<file path="src/rtl/mul_arb_pkg.sv">
// Shared types, default widths and popcount helper for the multiply/popcount arbiter.
package mul_arb_pkg;

  localparam int unsigned DEF_AW = 24;
  localparam int unsigned DEF_WW = 32;
  localparam int unsigned DEF_PW = 2 * DEF_AW;
  localparam int unsigned LW     = 6;

  typedef enum logic [1:0] {IDLE, MULT, COUNT, RESP} state_t;

  function automatic logic [LW-1:0] popcount(input logic [DEF_WW-1:0] v);
    logic [LW-1:0] c;
    c = '0;
    for (int unsigned i = 0; i < DEF_WW; i++) c = c + LW'(v[i]);
    return c;
  endfunction

endpackage

</file>
<file path="src/rtl/mul_popcnt_core.sv">
// Iterative shift-add multiplier, one multiplier bit per clock, with popcount/overflow taps.
// MUL_ARB_EARLY_TERM_EN: stop once the remaining multiplier bits are all zero.
module mul_popcnt_core
  import mul_arb_pkg::*;
#(
  parameter int unsigned AW = DEF_AW,
  parameter int unsigned WW = DEF_WW
) (
  input  logic          clk,
  input  logic          n_reset,
  input  logic          start,
  input  logic [AW-1:0] a1,
  input  logic [AW-1:0] a2,
  output logic          done,
  output logic [WW-1:0] w,
  output logic [LW-1:0] l,
  output logic          ovf
);

  localparam int unsigned PW = 2 * AW;

  logic [PW-1:0] acc;
  logic [PW-1:0] a1_sh;
  logic [AW-1:0] a2_sh;
  logic          running;
  logic          last;

`ifdef MUL_ARB_EARLY_TERM_EN
  // Bit 0 is consumed this cycle; nothing left above it means this is the final step.
  assign last = (a2_sh[AW-1:1] == '0);
`else
  localparam int unsigned CW = $clog2(AW);
  logic [CW-1:0] cnt;

  assign last = (cnt == CW'(AW - 1));

  always_ff @(posedge clk or negedge n_reset) begin
    if (!n_reset)     cnt <= '0;
    else if (start)   cnt <= '0;
    else if (running) cnt <= cnt + CW'(1);
  end
`endif

  always_ff @(posedge clk or negedge n_reset) begin
    if (!n_reset) begin
      acc     <= '0;
      a1_sh   <= '0;
      a2_sh   <= '0;
      running <= 1'b0;
    end else if (start) begin
      acc     <= '0;
      a1_sh   <= PW'(a1);
      a2_sh   <= a2;
      running <= 1'b1;
    end else if (running) begin
      if (a2_sh[0]) acc <= acc + a1_sh;
      a1_sh <= a1_sh << 1;
      a2_sh <= a2_sh >> 1;
      if (last) running <= 1'b0;
    end
  end

  assign done = running & last;
  assign w    = acc[WW-1:0];
  assign ovf  = |acc[PW-1:WW];
  assign l    = popcount(DEF_WW'(w));

endmodule

</file>
<file path="src/rtl/mul_popcnt_arbiter.sv">
// Round-robin front end sharing one mul_popcnt_core among NREQ requesters.
// Optional MUL_ARB_EARLY_TERM_EN shortens MULT inside the core; results are unchanged.
module mul_popcnt_arbiter
  import mul_arb_pkg::*;
#(
  parameter int unsigned NREQ = 4,
  parameter int unsigned AW   = DEF_AW,
  parameter int unsigned WW   = DEF_WW,
  parameter int unsigned IDW  = 2
) (
  input  logic             clk,
  input  logic             n_reset,
  input  logic [NREQ-1:0]  req_valid,
  output logic [NREQ-1:0]  req_ready,
  input  logic [NREQ*AW-1:0] req_a1,
  input  logic [NREQ*AW-1:0] req_a2,
  output logic             rsp_valid,
  input  logic             rsp_ready,
  output logic [IDW-1:0]   rsp_id,
  output logic [WW-1:0]    rsp_w,
  output logic [LW-1:0]    rsp_l,
  output logic             rsp_ovf,
  output logic             busy,
  output logic [15:0]      op_count
);

  state_t         state, state_nxt;
  logic [IDW-1:0] ptr, gnt_id, idx, id_q;
  logic           gnt_any, start, core_done, core_ovf;
  logic [WW-1:0]  core_w;
  logic [LW-1:0]  core_l;

  always_comb begin
    gnt_any = 1'b0;
    gnt_id  = '0;
    idx     = '0;
    for (int unsigned i = 0; i < NREQ; i++) begin
      idx = IDW'((32'(ptr) + i) % NREQ);
      if (!gnt_any && req_valid[idx]) begin
        gnt_any = 1'b1;
        gnt_id  = idx;
      end
    end
  end

  always_comb begin
    req_ready = '0;
    if (state == IDLE && n_reset && gnt_any) req_ready[gnt_id] = 1'b1;
  end

  assign start = (state == IDLE) && gnt_any;
  assign busy  = (state != IDLE);

  mul_popcnt_core #(
    .AW (AW),
    .WW (WW)
  ) u_core (
    .clk     (clk),
    .n_reset (n_reset),
    .start   (start),
    .a1      (req_a1[gnt_id*AW +: AW]),
    .a2      (req_a2[gnt_id*AW +: AW]),
    .done    (core_done),
    .w       (core_w),
    .l       (core_l),
    .ovf     (core_ovf)
  );

  always_comb begin
    state_nxt = state;
    case (state)
      IDLE:    if (start) state_nxt = MULT;
      MULT:    if (core_done) state_nxt = COUNT;
      COUNT:   state_nxt = RESP;
      RESP:    if (rsp_ready) state_nxt = IDLE;
      default: state_nxt = IDLE;
    endcase
  end

  always_ff @(posedge clk or negedge n_reset) begin
    if (!n_reset) begin
      state     <= IDLE;
      ptr       <= '0;
      id_q      <= '0;
      rsp_valid <= 1'b0;
      rsp_id    <= '0;
      rsp_w     <= '0;
      rsp_l     <= '0;
      rsp_ovf   <= 1'b0;
      op_count  <= '0;
    end else begin
      state <= state_nxt;
      if (start) begin
        id_q <= gnt_id;
        ptr  <= (gnt_id == IDW'(NREQ - 1)) ? '0 : gnt_id + IDW'(1);
      end
      if (state == COUNT) begin
        rsp_valid <= 1'b1;
        rsp_id    <= id_q;
        rsp_w     <= core_w;
        rsp_l     <= core_l;
        rsp_ovf   <= core_ovf;
      end
      if (state == RESP && rsp_ready) begin
        rsp_valid <= 1'b0;
        op_count  <= op_count + 16'd1;
      end
    end
  end

endmodule

</file>
<file path="config.mk">
export PLATFORM = sky130hd
export DESIGN_NAME = mul_popcnt_arbiter
export DESIGN_NICKNAME = d
export VERILOG_FILES = /design/src/rtl/mul_arb_pkg.sv /design/src/rtl/mul_popcnt_core.sv /design/src/rtl/mul_popcnt_arbiter.sv
export SDC_FILE = /design/constraint.sdc
export NUM_CORES = 1
export LEC_CHECK = 0
export ABC_AREA = 1
export CAP_MARGIN = 25
export CELL_PAD_IN_SITES_DETAIL_PLACEMENT = 0
export CELL_PAD_IN_SITES_GLOBAL_PLACEMENT = 1
export CORE_ASPECT_RATIO = 0.75
export CORE_MARGIN = 4
export CORE_UTILIZATION = 41
export CTS_CLUSTER_SIZE = 16
export DETAILED_ROUTE_END_ITERATION = 12
export PLACE_DENSITY_LB_ADDON = 0.1
export SLEW_MARGIN = 20
export SYNTH_ARGS = -nofsm -noshare
export SYNTH_HDL_FRONTEND = slang
export SYNTH_SLANG_ARGS = --single-unit
export TNS_END_PERCENT = 30
</file>
<file path="constraint.sdc">
create_clock -name clk -period 11.6 [get_ports clk]
set_input_delay 1.74 -clock clk [delete_from_list [all_inputs] [get_ports clk]]
set_output_delay 1.74 -clock clk [all_outputs]
set_load 0.01 [all_outputs]
</file>
Yosys cells after proc, flatten, opt, wreduce, memory -nomap -nowiden

Cells that the tools add are included.

Add/sub/neg operators: 38
Multiply operators: 1
Order comparisons: 6
Equal/unequal tests: 8
Shifts and indexed selects: 2
Muxes and demuxes: 38
Bitwise logic cells: 1
Reduce and logical (&&, ||, !) cells: 19

Operator list:

| operator              | count |
|---|---|
| $mux 48               | 5 |
| $shiftx 96x8->24      | 2 |
| $add 6x1->6           | 30 |
| $add 48x48->48        | 1 |
| $mux 24               | 2 |
| $add 16x1->16 const B | 1 |
| $mux 2                | 8 |
| $reduce_or 16->1      | 1 |
| $lt 2x3->1 const B    | 5 |
| $mux 1                | 14 |
| $mux 5                | 2 |
| $bmux 1 s2            | 4 |
| $logic_and 1x1->1     | 8 |
| $pmux 2 s4            | 1 |
| $reduce_bool 2->1     | 4 |
| $eq 2x2->1 const B    | 3 |
| $ne 2x2->1 const B    | 3 |
| $add 5x1->5 const B   | 1 |
| $eq 5x5->1 const B    | 1 |
| $add 2x1->2 const B   | 2 |
| $add 2x2->2 const B   | 2 |
| $mul 2x2->4 const B   | 1 |
| $mux 4                | 1 |
| $logic_not 1->1       | 3 |
| 8 further kinds       | 8 |

Bits in registers: 190
Input bits: 199

Longest topological paths before layout

Gate-level depths: netlist of the first run.

Depth after elaboration: 31
Gate-level depth with buffers: 20
Mapped depth without buffers: 20

By module

Synthesis of the first run repeated with hierarchy kept, for this count alone.

Cells, all modules: 2401
Area, all modules: 15387.3 µm²

By module, submodules not included:

| module             | times used | cells each | area an instance (µm²) | sequential area each (µm²) |
|---|---|---|---|---|
| mul_popcnt_core    | 1          | 1528       | 10229.8                | 3153.0 |
| mul_popcnt_arbiter | 1          | 873        | 5157.4                 | 1601.5 |

Worst setup path before layout of the first run

No wires, ideal clock.

Path type: register -> register
Start point: register u_core.acc[0]
End point: register rsp_l[4]
Setup time: 0.130 ns
Arrival: 4.803 ns
Required time: 11.470 ns
Setup slack: 6.666 ns
Cell stages (with the launch flop): 16
Buffers on the path: 0
Cell sequence: dfrtp_1 -> ha_1 -> inv_1 -> fa_1 -> fa_1 -> fa_1 -> fa_1 -> fa_1 -> fa_1 -> inv_1 -> fa_1 -> fa_1 -> a21oi_1 -> o21bai_1 -> a22oi_1 -> o21ai_0

Longest elaborated chain between the ends: 31

RTL lines:

| element                   | line                      | text |
|---|---|---|
| from (decl)               | mul_popcnt_core.sv:22     | `logic [PW-1:0] acc;` |
| from (signal assigned)    | mul_popcnt_core.sv:56     | `if (a2_sh[0]) acc <= acc + a1_sh;` |
| $add 1x1->2               | mul_arb_pkg.sv:14         | `for (int unsigned i = 0; i < DEF_WW; i++) c = c + LW'(v[i]);` |
| $add 6x1->6 (30 in a row) | mul_arb_pkg.sv:14         |  |
| to (signal assigned)      | mul_popcnt_arbiter.sv:101 | `rsp_l <= core_l;` |
| to (decl)                 | mul_popcnt_arbiter.sv:21  | `output logic [LW-1:0] rsp_l,` |

No other way between the ends.
A chain may end at the register's enable or synchronous reset.

Worst setup path after layout of the first run

Start point: input port req_valid[3]
End point: output port req_ready[3]

Longest elaborated chain between the ends: 17
Elaborated cells on any way between the ends: 29
Classes of those cells: order compare (2); mux (19); reduce/logical (8)

RTL lines:

| element                                                               | line                     | text |
|---|---|---|
| from (decl)                                                           | mul_popcnt_arbiter.sv:13 | `input logic [NREQ-1:0] req_valid,` |
| $bmux 1 s2                                                            | mul_popcnt_arbiter.sv:39 | `if (!gnt_any && req_valid[idx]) begin` |
| $mux 1 (not written as such)                                          | mul_popcnt_arbiter.sv:39 |  |
| $mux 1                                                                | mul_popcnt_arbiter.sv:39 |  |
| $logic_not 1->1                                                       | mul_popcnt_arbiter.sv:39 |  |
| $logic_and 1x1->1                                                     | mul_popcnt_arbiter.sv:39 |  |
| $mux 1                                                                | mul_popcnt_arbiter.sv:39 |  |
| $logic_not 1->1                                                       | mul_popcnt_arbiter.sv:39 |  |
| $logic_and 1x1->1                                                     | mul_popcnt_arbiter.sv:39 |  |
| $mux 1                                                                | mul_popcnt_arbiter.sv:39 |  |
| $logic_not 1->1                                                       | mul_popcnt_arbiter.sv:39 |  |
| $logic_and 1x1->1                                                     | mul_popcnt_arbiter.sv:39 |  |
| $mux 2                                                                | mul_popcnt_arbiter.sv:39 |  |
| $lt 2x3->1 (not written as such) / $ge 2x1->1 (equally long branches) | mul_popcnt_arbiter.sv:48 | `if (state == IDLE && n_reset && gnt_any) req_ready[gnt_id] = 1'b1;` |
| $logic_and 1x1->1 (not written as such)                               | mul_popcnt_arbiter.sv:48 |  |
| $mux 1 (not written as such)                                          | mul_popcnt_arbiter.sv:48 |  |
| $demux 1 s2                                                           | mul_popcnt_arbiter.sv:48 |  |
| $mux 4 (*)                                                            | mul_popcnt_arbiter.sv:48 |  |
| to (decl)                                                             | mul_popcnt_arbiter.sv:14 | `output logic [NREQ-1:0] req_ready,` |

Every way passes the cells marked *; elsewhere a longest branch is shown, timed or not. The select of a mux whose other input is x is not followed.

==> impl_metrics.ini, run 1 <==
[logic_synthesis]
cell_taking_the_most_area_after_synthesis = dfrtp_1
synth.top_cells.by_count = 805 x nand2_1, 291 x inv_1, 203 x nand3_1, 190 x dfrtp_1, 118 x o21ai_0
async_flop_share_pct = 100
post_synth_cell_types = 47
synth_most_common_cell = nand2_1
ys_seq_elements = 190
syn_nets = 2435
synth-seq-area-share_pct = 32.9
yosysTopAreaCellShare_pct = 32.9
mappedNetlistArea_mm2 = 0.0145
yosys_warnings = 0
synth_edf_count = 0
post_synthesis_cell_count = 2145
synth.avg_cell_area_um2 = 6.74
synth_area_leaders = dfrtp_1 33%, nand2_1 21%, inv_1 7.6%, nand3_1 7.0%, ha_1 5.7%
dominant_synthesized_flop_cell = dfrtp_1

[global_routing]
grt_first_pass_wirelength_um = 77600
antenna_violations_before_repair = 0
via_count_of_the_first_global_routing_pass = 13900
grt_max_degree = 147
global_route.overflow_total = 0
grtUsageTotal_pct = 25.7

[route]
detail_route.wl_per_cell_um = 17.4
count_of_unresolved_drc_violations_after_routing = 0
dr.pass1.iters = 5
first_drt_iteration_drcs = 1117
detailroute.via_count = 14300
viasPerCell = 5.07
antenna_violating_nets_post_route = 0
routed_wl_um = 49300

[clocking]
cts_setup_buffers = 0
cts_buffers = 17
tritoncts = built
cts_max_path_buffers = 2
worst_setup_hold_path_clk_slew_ns = 0.07
numClockSinks = 190
hold_buffers = 0
clock_latency_of_the_later_clocked_register_in_the_worst_skew_pair_ns = 0.45
cts-root-buf = clkbuf_16
postCtsResizedCells = 0
h-tree-depth = 4

[power_and_ir_drop]
seq_power_share_pct = 21.3
power.ir.vdd_worst_mv = 0.370
part_of_the_power_in_combinational_logic_pct = 67.9
switching_share_pct = 52.5
switchingPower_mw = 2.83
cellPowerDensity_mw_per_mm2 = 302
internal_portion_of_total_power_mw = 2.56
power.leakage_nw = 9.14
clock_share_of_power_pct = 10.8
design_power_total_mw = 5.40

[die]
fp.coreArea_mm2 = 0.0348
std_cell_rows = 59
die_h_um = 171
die-area_mm2 = 0.0384
die_outline_width_um = 225
design.portCount = 262
initial_core_util_pct = 41.6

[sta]
drv_slew = 0
final.min_clock_period_ns = 7.01
worst_slew_margin_rel_pct = 35.9
rsz0062_at_grt = no
post-route-period-util_pct = 60.4
setup-violations-final = 0
timing.final.hold_violations = 0
setup_total_negative_slack_ns = 0
finalClockSkew_ns = 0.0174
fmax_mhz = 143
tightest_slew_ns = 0.960

[finish]
drive_above_1_share_pct = 3.21
finish.net_count = 2645
flow.area_growth_from_synthesis_pct = 23.4
fillCellCount = 3583
antenna_cells = 0

[worst_setup_path]
critical_path_cell_with_the_highest_stage_delay = clkinv_2
setup.worst_path.end_class = primary output
timing.critical_path.slowest_cell_delay_ns = 0.62
critical_path.startpoint_type = primary input
required_ns = 9.86
cells_along_the_critical_path = clkdlybuf4s50_1 > inv_1 > nand2_1 > nand2_1 > nand2_1 > nand2_1 > a21oi_1 > nand2_1 > nand2_4 > clkinv_2 > ha_1 > inv_1 > nor2_1 > clkdlybuf4s50_1
timing.setup.critical_path_class = primary input to primary output
cp_most_frequent_cell = nand2_1
critical_path_arrival_ns = 5.27
largest_driver_fanout_on_the_critical_path = 60

[min_path]
worst_hold_path_type = register to register

[placed_design]
place.detailed.hpwl_um = 39500
globalplace.congestion = 0.977
port_buffers = 261

[run]
max_cap_viol_count = 0

[run_status]
outcome = finished, final reports clean
[sequential cells by signal (all words and copies together) (netlist names)]
signal          count
u_core.a2_sh       24
ptr                 2
u_core.a1_sh       48
rsp_id              2
op_count           16
u_core.cnt          5
rsp_ovf             1
rsp_valid           1
rsp_w              32
rsp_l               6
u_core.acc         48
u_core.running      1
state               2
id_q                2
[routing by layer]
metal | global-route usage, % | wire, um | vias to the layer above
met3 | 5.03 | 3470 | 33
li1 | - | - | 7172
met5 | 0 | 0 | -
met2 | 38.8 | 21100 | 412
met1 | 38.7 | 24100 | 6706
met4 | 4.61 | 654 | 0
[layout make-up]
type / count / area, um^2 / area share [%]
multi-input cells: 1579 / 8130 / 45.5
flip-flops and latches: 190 / 4760 / 26.6
repair buffers: 267 / 2690 / 15.1
inverters: 300 / 1130 / 6.34
well taps: 457 / 572 / 3.20
clock buffers: 17 / 425 / 2.38
clock inverters: 15 / 144 / 0.806
[per-stage QoR]
step | area, um^2 | utilization [%] | instances | hold slack [ns] | setup slack [ns]
2_1_floorplan | 14500 | - | 2145 | 0.450 | 6.67
3_3_place_gp | 17300 | 49.6 | 2792 | 0.454 | 4.66
3_5_place_dp | 17300 | 49.6 | 2792 | 0.458 | 4.59
4_1_cts | 17800 | 51.3 | 2824 | 0.476 | 4.59
5_1_grt | 17900 | 51.3 | 2825 | 0.496 | 4.27
6_report | 17900 | 51.3 | 2825 | 0.469 | 4.59
[worst paths after layout]
check / startpoint / end / slack (ns) / depth (start not counted)
setup reg to reg: u_core.acc[0]$_DFFE_PN0P_ / rsp_l[4]$_DFFE_PN0P_ / 6.37 / 15
hold / removal: rsp_w[17]$_DFFE_PN0P_ / rsp_w[17]$_DFFE_PN0P_ / 0.47 / 2
setup / recovery: req_valid[3] / req_ready[3] / 4.59 / 14
max in group asynchronous: n_reset / u_core.acc[40]$_DFFE_PN0P_ / 9.21 / 2
hold reg to reg: rsp_w[17]$_DFFE_PN0P_ / rsp_w[17]$_DFFE_PN0P_ / 0.47 / 2
min in group asynchronous: n_reset / u_core.a1_sh[15]$_DFFE_PN0P_ / 1.22 / 1
[power groups by stage]
stage | clock network [mW] | registers (mW) | logic [mW]
after floorplan | 0 | 1.07 | 2.75
after global placement | 0 | 1.15 | 3.60
after detailed placement | 0 | 1.15 | 3.66
after CTS | 0.598 | 1.14 | 3.68
after global routing | 0.626 | 1.17 | 4.19
final | 0.583 | 1.15 | 3.67
[layout by cell type, fill, tap and decap left out, types with 17 or more instances in the layout]
| cell type | count |
|---|---|
| nand2_1 | 805 |
| inv_1 | 290 |
| clkdlybuf4s50_1 | 260 |
| nand3_1 | 203 |
| dfrtp_1 | 189 |
| o21ai_0 | 118 |
| nor2_1 | 103 |
| a21oi_1 | 71 |
| ha_1 | 66 |
| fa_1 | 25 |
| xnor2_1 | 21 |
| nor3_1 | 19 |
| nand3b_1 | 19 |
| nand4_1 | 18 |
| clkbuf_16 | 17 |
[worst max-delay path, delay by kind of cell]
family	cells	cell delay, ns
compound gates	1	0.12
simple gates	7	1.16
fa+ha+maj	1	0.52
buf+inv	5	1.70
[cells by family after synthesis]
family	count (synthesis)	share of synthesized area [%]
flops	190	32.9
buf+inv	376	10.9
compound gates	245	9.54
fa+ha+maj	91	9.17
simple gates	1206	35.2
xor+xnor	37	2.24
No activity file was read; power rests on OpenSTA's default activity.
==> run 2: changes to the inputs <==
--- a/config.mk
+++ b/config.mk
@@ -11,7 +11,7 @@
 export CELL_PAD_IN_SITES_GLOBAL_PLACEMENT = 1
 export CORE_ASPECT_RATIO = 0.75
 export CORE_MARGIN = 4
-export CORE_UTILIZATION = 41
+export CORE_UTILIZATION = 38
 export CTS_CLUSTER_SIZE = 16
 export DETAILED_ROUTE_END_ITERATION = 12
 export PLACE_DENSITY_LB_ADDON = 0.1
==> constraint.sdc (replaced) <==
create_clock -name clk -period 7.2 [get_ports clk]
set_input_delay 1.08 -clock clk [delete_from_list [all_inputs] [get_ports clk]]
set_output_delay 1.08 -clock clk [all_outputs]
set_load 0.01 [all_outputs]
==> run 2 against run 1 <==
Compared with the run above:
- final cell count up 1.8%
- clock power grew 78%
- utilization is 3.2 points lower
- non-clock buffer count up 3
- routed wire length rose by 0.27%
- critical path type is now register to register
- largest cell class unchanged
- highest routed layer unchanged
==> impl_metrics.ini, run 2 (same netlist as run 1, synthesis figures left out) <==
[run_status]
outcome = finished, final reports clean

[sta]
tightest_slew_ns = 0.899
rsz0062_at_grt = no
setup-violations-final = 0
timing.final.hold_violations = 0
post-route-period-util_pct = 72.0
final.min_clock_period_ns = 5.19
finalHoldWorstSlack_ns = 0.475
fmax_mhz = 193
layout_setup_ws_ns = 2.01
drv_slew = 0
finalClockSkew_ns = 0.0165
worst_slew_margin_rel_pct = 40.1
setup_total_negative_slack_ns = 0

[worst_setup_path]
timing.critical_path.slowest_cell_delay_ns = 0.57
timing.setup.critical_path_class = register to register
cells_along_the_critical_path = ha_1 > inv_1 > fa_1 > fa_1 > fa_1 > fa_1 > fa_1 > fa_1 > inv_1 > fa_1 > fa_1 > a21oi_1 > o21bai_1 > a22oi_1 > o21ai_0
required_ns = 7.53
critical_path.startpoint_type = register
critical_path_cell_with_the_highest_stage_delay = fa_1
critical_path_arrival_ns = 5.51
timing.critical_path.max_delay_family = adder cells
setup.worst_path.end_class = register
cp.buffers_inverters = 2
cp_most_frequent_cell = fa_1
setup.reg_to_reg.worst_slack_ns = 2.01
largest_driver_fanout_on_the_critical_path = 3

[placed_design]
dp_slack_ns = 2.00
port_buffers = 261
globalplace.congestion = 0.925
place.detailed.hpwl_um = 39600

[clocking]
numClockSinks = 190
postCtsResizedCells = 0
hold_buffers = 0
h-tree-depth = 4
tritoncts = built
cts-root-buf = clkbuf_16
worst_setup_hold_path_clk_slew_ns = 0.08
cts_max_path_buffers = 2
clock_latency_of_the_later_clocked_register_in_the_worst_skew_pair_ns = 0.46
cts_setup_buffers = 0
cts_buffers = 17

[global_routing]
antenna_violations_before_repair = 1
grt_max_degree = 79
grtUsageTotal_pct = 24.2
grt_first_pass_wirelength_um = 77900
via_count_of_the_first_global_routing_pass = 14000
global_route.overflow_total = 0

[die]
design.portCount = 262
std_cell_rows = 61
die-area_mm2 = 0.0413
initial_core_util_pct = 38.8
die_outline_width_um = 233
die_h_um = 177
fp.coreArea_mm2 = 0.0373

[route]
routed_wl_um = 49400
routed-wl-met2_um = 21000
first_drt_iteration_drcs = 1156
dr.pass1.iters = 6
wl_met1_um = 25100
count_of_unresolved_drc_violations_after_routing = 0
detailroute.via_count = 14300
route.met3.wl_um = 2610
antenna_violating_nets_post_route = 0
detail_route.wl_per_cell_um = 17.2
viasPerCell = 4.97
maxUsedRoutingLayer = met4

[power_and_ir_drop]
switchingPower_mw = 4.54
clock_share_of_power_pct = 11.9
cellPowerDensity_mw_per_mm2 = 487
seq_power_share_pct = 21.1
power.ir.vdd_worst_mv = 0.481
internal_portion_of_total_power_mw = 4.21
part_of_the_power_in_combinational_logic_pct = 67.1
switching_share_pct = 51.9
design_power_total_mw = 8.75
power.leakage_nw = 9.19

[finish]
fillCellCount = 3860
layout_commonest_cell = nand2_1
reg.largest.list = u_core.a1_sh (48), u_core.acc (48), rsp_w (32)
final_cell_mix = 805 x nand2_1, 290 x inv_1, 260 x clkdlybuf4s50_1, 203 x nand3_1, 189 x dfrtp_1
drive_above_1_share_pct = 3.37
flow.area_growth_from_synthesis_pct = 24.3
finish.net_count = 2648

[run]
max_cap_viol_count = 0

[min_path]
worst_hold_path_type = register to register
## run 2: worst paths after layout
path	startpoint	end	depth (start not counted)
setup reg to reg	u_core.acc[0]$_DFFE_PN0P_	rsp_l[4]$_DFFE_PN0P_	15
max in group asynchronous	n_reset	rsp_w[27]$_DFFE_PN0P_	2
setup / recovery	u_core.acc[0]$_DFFE_PN0P_	rsp_l[4]$_DFFE_PN0P_	15
hold / removal	rsp_l[1]$_DFFE_PN0P_	rsp_l[1]$_DFFE_PN0P_	2
min in group asynchronous	n_reset	u_core.a1_sh[10]$_DFFE_PN0P_	1
hold reg to reg	rsp_l[1]$_DFFE_PN0P_	rsp_l[1]$_DFFE_PN0P_	2
## run 2: stage by stage
step	instance area, um^2	cells	utilization, %
6_report	18000	2876	48.2
5_1_grt	18000	2876	48.2
4_1_cts	18000	2874	48.1
3_5_place_dp	17300	2842	46.4
3_3_place_gp	17300	2842	46.4
2_1_floorplan	14500	2145	-
## run 2: power groups by stage
stage / Sequential, mW / Combinational [mW] / Clock (mW)
after detailed placement: 1.86 / 5.90 / 0
after global routing: 1.89 / 6.77 / 1.11
after CTS: 1.84 / 5.94 / 1.07
after global placement: 1.85 / 5.77 / 0
after floorplan: 1.73 / 4.43 / 0
final: 1.84 / 5.87 / 1.04
## run 2: metal layers
layer,vias up,GRT usage [%]
li1,7181,-
met4,0,5.08
met3,35,3.84
met1,6704,36.7
met5,-,0
met2,364,36.3
## run 2: cell type report
class	count	area [um^2]	share of cell area (%)
multi-input combinational	1579	8130	45.2
clock buffer	18	439	2.44
timing repair buffer	270	2700	15.0
sequential	190	4760	26.4
antenna	1	2.50	0.0139
inverter	300	1130	6.30
clock inverter	14	190	1.06
tap	504	631	3.51
## run 2: worst reg2reg max path, cell delays in order, from the launching register on
cell and delay [ns]:
dfrtp_1 0.41, ha_1 0.30, inv_1 0.07, fa_1 0.44
fa_1 0.57, fa_1 0.46, fa_1 0.55, fa_1 0.43
fa_1 0.49, inv_1 0.05, fa_1 0.40, fa_1 0.42
a21oi_1 0.15, o21bai_1 0.09, a22oi_1 0.14, o21ai_0 0.12
